<file path="src/rtl/mode_counter.sv">
// mode_counter: falling-edge up/down counter with saturate or wrap modes.
// Optional prescaler is enabled by defining MODE_COUNTER_PRESCALE_EN.
module mode_counter #(
   parameter int WIDTH = 5
`ifdef MODE_COUNTER_PRESCALE_EN
   , parameter int PRESCALE = 4
`endif
) (
   input  logic             clk,
   input  logic             rst,
   input  logic             en,
   input  logic             up,
   input  logic             wrap,
   input  logic             load,
   input  logic [WIDTH-1:0] load_val,
   input  logic [WIDTH-1:0] limit,
   output logic [WIDTH-1:0] value,
   output logic             done,
   output logic             tc
);

   typedef enum logic [1:0] {
      IDLE = 2'd0,
      RUN  = 2'd1,
      DONE = 2'd2
   } state_t;

   state_t           state;
   state_t           state_n;
   logic [WIDTH-1:0] value_n;
   logic             tc_n;
   logic             tick;
   logic             lt;
   logic             gt;
   logic             eq;
   logic             nz;

`ifdef MODE_COUNTER_PRESCALE_EN
   localparam int PW = (PRESCALE > 1) ? $clog2(PRESCALE) : 1;
   localparam logic [PW-1:0] PMAX = PW'(PRESCALE - 1);

   logic [PW-1:0] presc;
   logic [PW-1:0] presc_n;

   // Prescaler: advances only on enabled edges outside DONE, cleared by load.
   always_comb begin
      presc_n = presc;
      tick    = 1'b0;
      if (load) begin
         presc_n = '0;
      end else if (en && (state != DONE)) begin
         if (presc == PMAX) begin
            presc_n = '0;
            tick    = 1'b1;
         end else begin
            presc_n = presc + 1'b1;
         end
      end
   end

   // Prescaler register.
   always_ff @(negedge clk or posedge rst) begin
      if (rst) begin
         presc <= '0;
      end else begin
         presc <= presc_n;
      end
   end
`else
   assign tick = 1'b1;
`endif

   assign lt = (value < limit);
   assign gt = (value > limit);
   assign eq = (value == limit);
   assign nz = (value != '0);

   // Next state, next count and wrap pulse; load overrides any step.
   always_comb begin
      state_n = state;
      value_n = value;
      tc_n    = 1'b0;
      if (load) begin
         value_n = (load_val > limit) ? limit : load_val;
         state_n = IDLE;
      end else begin
         unique case (state)
            IDLE, RUN: begin
               if (!en) begin
                  state_n = IDLE;
               end else begin
                  state_n = RUN;
                  if (tick) begin
                     unique case (1'b1)
                        (up && lt): begin
                           value_n = value + 1'b1;
                        end
                        (up && gt): begin
                           value_n = limit;
                           if (!wrap) state_n = DONE;
                        end
                        (up && eq): begin
                           if (wrap) begin
                              value_n = '0;
                              tc_n    = 1'b1;
                           end else begin
                              state_n = DONE;
                           end
                        end
                        (!up && nz): begin
                           value_n = value - 1'b1;
                        end
                        (!up && !nz): begin
                           if (wrap) begin
                              value_n = limit;
                              tc_n    = 1'b1;
                           end else begin
                              state_n = DONE;
                           end
                        end
                        default: begin
                           value_n = value;
                        end
                     endcase
                  end
               end
            end
            DONE: begin
               state_n = DONE;
            end
            default: begin
               state_n = IDLE;
            end
         endcase
      end
   end

   // State, count and pulse registers, all on the falling edge.
   always_ff @(negedge clk or posedge rst) begin
      if (rst) begin
         state <= IDLE;
         value <= '0;
         tc    <= 1'b0;
      end else begin
         state <= state_n;
         value <= value_n;
         tc    <= tc_n;
      end
   end

   assign done = (state == DONE);

endmodule

</file>
<file path="config.mk">
export PLATFORM = sky130hd
export DESIGN_NAME = mode_counter
export DESIGN_NICKNAME = d
export VERILOG_FILES = /design/src/rtl/mode_counter.sv
export SDC_FILE = /design/constraint.sdc
export NUM_CORES = 1
export LEC_CHECK = 0
export CAP_MARGIN = 20
export CORE_MARGIN = 2
export CORE_UTILIZATION = 43
export DETAILED_ROUTE_END_ITERATION = 6
export GPL_TIMING_DRIVEN = 0
export PLACE_DENSITY = 0.75
export RECOVER_POWER = 100
export SLEW_MARGIN = 20
export SYNTH_ARGS = -nofsm -noshare
export SYNTH_HDL_FRONTEND = slang
export SYNTH_SLANG_ARGS = --single-unit
</file>
<file path="constraint.sdc">
create_clock -name clk -period 2.3 [get_ports clk]
set_input_delay 0.46 -clock clk [delete_from_list [all_inputs] [get_ports clk]]
set_output_delay 0.46 -clock clk [all_outputs]
set_load 0.01 [all_outputs]
</file>
==> results of run 1 <==
==> Yosys cell counts <==
library cell  count  area, sq um
a32o_1            1         10.0
nor3_1            6         30.0
nor2_1            2         7.51
nand2_1           3         11.3
dfrtn_1           8          200
nor4_4            1         21.3
a32oi_2           1         16.3
o21ba_2           1         10.0
nor2b_1           3         18.8
a221oi_1          5         43.8
o21a_1            1         7.51
clkbuf_1          1         3.75
xor2_1            1         8.76
or2_2             1         6.26
o21bai_1          1         7.51
o21ai_0           3         15.0
fa_1              1         20.0
a211oi_1          5         37.5
nand4_1           1         6.26
a21o_1            3         22.5
a211o_1           1         8.76
and4_4            1         11.3
mux2i_1           5         50.1
a21oi_1           7         35.0
o221ai_1          1         8.76
ha_1             13          163
inv_1             9         33.8
and3_4            1         11.3
o21ai_2           1         8.76
xnor2_1           2         17.5
a32o_2            1         11.3
nand2b_1          1         6.26
and3_2            1         7.51
==> cells in the final DEF, fill, tap and decap left out, drive strengths merged, types with 4 or more instances in the layout <==
cell,synthesis,routed
mux2i,5,5
a221oi,5,5
buf,0,36
a211oi,5,5
dfrtn,8,8
inv,9,9
o21ai,4,4
a21oi,7,7
clkbuf,1,6
ha,13,13
nor3,6,6
==> critical path: cells and delay by family <==
kind	cells	cell delay, ns
buffers and inverters	1	0.25
adder cells (fa/ha/maj)	1	0.30
AND/OR/NAND/NOR	1	0.15
multiplexers	1	0.32
AO/OA/AOI/OAI	3	0.49
==> how the worst max path moves through the flow <==
stage	start	endpoint	cells past startpoint
floorplan	limit[3]	value[0]	7
global placement	limit[3]	value[0]	8
detailed placement	limit[3]	value[4]	8
CTS	limit[3]	value[4]	8
global route	limit[3]	value[0]	9
finish	load_val[1]	value[0]	7
==> power by group through the flow <==
| stage | logic, W | registers, W | clock network [W] |
|---|---|---|---|
| CTS | 0.000548 | 0.000176 | 0.000108 |
| floorplan | 0.000255 | 0.000216 | 0 |
| finish | 0.000645 | 0.000178 | 0.000114 |
| global placement | 0.000379 | 0.000220 | 0 |
| detailed placement | 0.000392 | 0.000220 | 0 |
| global route | 0.000690 | 0.000181 | 0.000129 |
==> state kept, by name (all words and copies together) (netlist names) <==
| signal | cells |
|---|---|
| tc | 1 |
| value | 5 |
| state | 2 |
==> metal layers <==
metal | vias up | track usage [%] | share of wire (%)
met5 | - | 0 | 0
met4 | 0 | 13.3 | 4.0
met3 | 19 | 4.60 | 4.8
met2 | 37 | 50.9 | 51
met1 | 503 | 31.2 | 40
li1 | 456 | - | -
==> cell families after synthesis <==
logic type	synth area share, %
XOR/XNOR	3.00
buffers and inverters	4.28
multiplexers	5.71
adder cells (fa/ha/maj)	20.8
AO/OA/AOI/OAI	27.7
flip-flops	22.8
AND/OR/NAND/NOR	15.7
==> per-stage QoR <==
step,util [%],cells,power [W],TNS [ns]
after CTS,78.9,161,0.000832,-5.76
after floorplan,-,93,0.000471,-4.71
after global placement,64.3,142,0.000599,-14.16
after detailed placement,64.3,142,0.000612,-14.37
after global routing,84.8,167,0.00100,-6.61
final,84.8,167,0.000938,-6.02
==> layout make-up <==
cell class | count | area (sq um) | area share (%)
Multi-Input combinational cell | 75 | 933 | 56.7
Timing Repair Buffer | 44 | 392 | 23.8
Buffer | 1 | 3.75 | 0.228
Inverter | 9 | 61.3 | 3.72
Tap cell | 27 | 33.8 | 2.05
Sequential cell | 8 | 200 | 12.2
Clock buffer | 3 | 22.5 | 1.37
==> timing repair <==
action / in CTS / in global routing
cloned: 0 / 0
pin swaps: 19 / 16
buffers inserted: 16 / 6
endpoints found under the setup margin: 15 / 15
gates resized for setup: 104 / 19
==> run metrics, run 1 <==
clk buf depth=2; status=finished with violations; vias in the first global route=1052; Internal Power=0.000541 W; min-delay src=state[0]; flops & latches, synth=8; First DRT Iteration DRCs=12; maximum vdd drop=377 uV; max_cap viols=0; Pwr Density=570 nW/um^2; root buf cell=clkbuf_4; Required @ worst endpoint=1.24 ns; Die H=49.2 um; post-synthesis cell count=93; CTS Hold Bufs=0; critical path class=in2reg; final setup vio count=15; Hold EP=state[1]; H-tree levels=1; Startpoint Class=primary input; sequential area share after synthesis=22.8%; WL/cell=19.8 um; final setup margin=-0.737 ns; Worst Setup End Kind=flop; Routed Antenna Nets=0; syn nets=123; via count=1015; Num CTS Buffers=3; Clock power frac=12.2%; Sw Ratio=42.3%; Logic pwr share=68.8%; Clock Sinks=8; hold_ws=0.621 ns; drt first pass iters=4; fin. max-slew vios=0; synth unique cells=33; CP Cell Sequence=clkdlybuf4s15_1 -> ha_4 -> nor2b_4 -> o21ai_4 -> a32oi_4 -> mux2i_2 -> a211oi_2; RSZ-0062 raised after global routing=true; largest net degree at the start of global routing=11; Slew @ Worst Pin=0.483 ns; Worst-path clk slew=0.04 ns; CTS tree=yes; Yosys warning count=0; CP peak stage delay=0.32 ns; antenna violations before repair=0; worst reg2reg path startpoint=value[3]; LEAKAGE=0.701 nW; first-pass GRT wire length=5.04 mm; GRT Total Usage=28.0%; HPWL after DPL=1.81 mm; Port-buffer cells=22; DRC=0; Starting Density=45.2%; CP Max Fanout=5; Placer Congestion=0.772; Filler cells=97; core area=1940 sq um; Post-Route WL=3.31 mm; failing checks=setup timing; WHS Path Cells=3; clock latency on the worst-skew pair=0.27 ns; setup slack, reg-to-reg=-0.18 ns; Mapped Avg Cell Area=9.43 sq um; Setup WS pre-CTS=-1.56 ns; share of cells above drive strength 1=62.9%; Rows=16; Via-to-Cell Ratio=6.08; relative slew slack=67.8%; ANT cells=0; Die W=49.2 um; Hold Fails Final Rpt=0; Post-DP Area=1250 sq um; slowest CP cell=a32oi_4; nets=172; FF-to-FF End=value[4]; GRT overflow=0; critical path data arrival time=1.98 ns; design area=1650 sq um; skew final=0.00104 ns; power share of the sequential group=19.0%; I/O pins=23; worst min-delay path class=reg2reg; reg2reg path depth=9; DIE AREA=2420 sq um; Syn Std Cell Area=877 sq um; switching power=0.000396 W; synth-to-layout area growth=87.7%
No activity file was read; power rests on OpenSTA's default activity.
==> run 2: changes to the inputs <==
--- a/config.mk
+++ b/config.mk
@@ -9,6 +9,7 @@
 export CORE_MARGIN = 2
 export CORE_UTILIZATION = 43
 export DETAILED_ROUTE_END_ITERATION = 6
+export GPL_ROUTABILITY_DRIVEN = 0
 export GPL_TIMING_DRIVEN = 0
 export PLACE_DENSITY = 0.75
 export RECOVER_POWER = 100
==> results of run 2 <==
The final DEF is identical to that of run 1; final timing and power are the same.
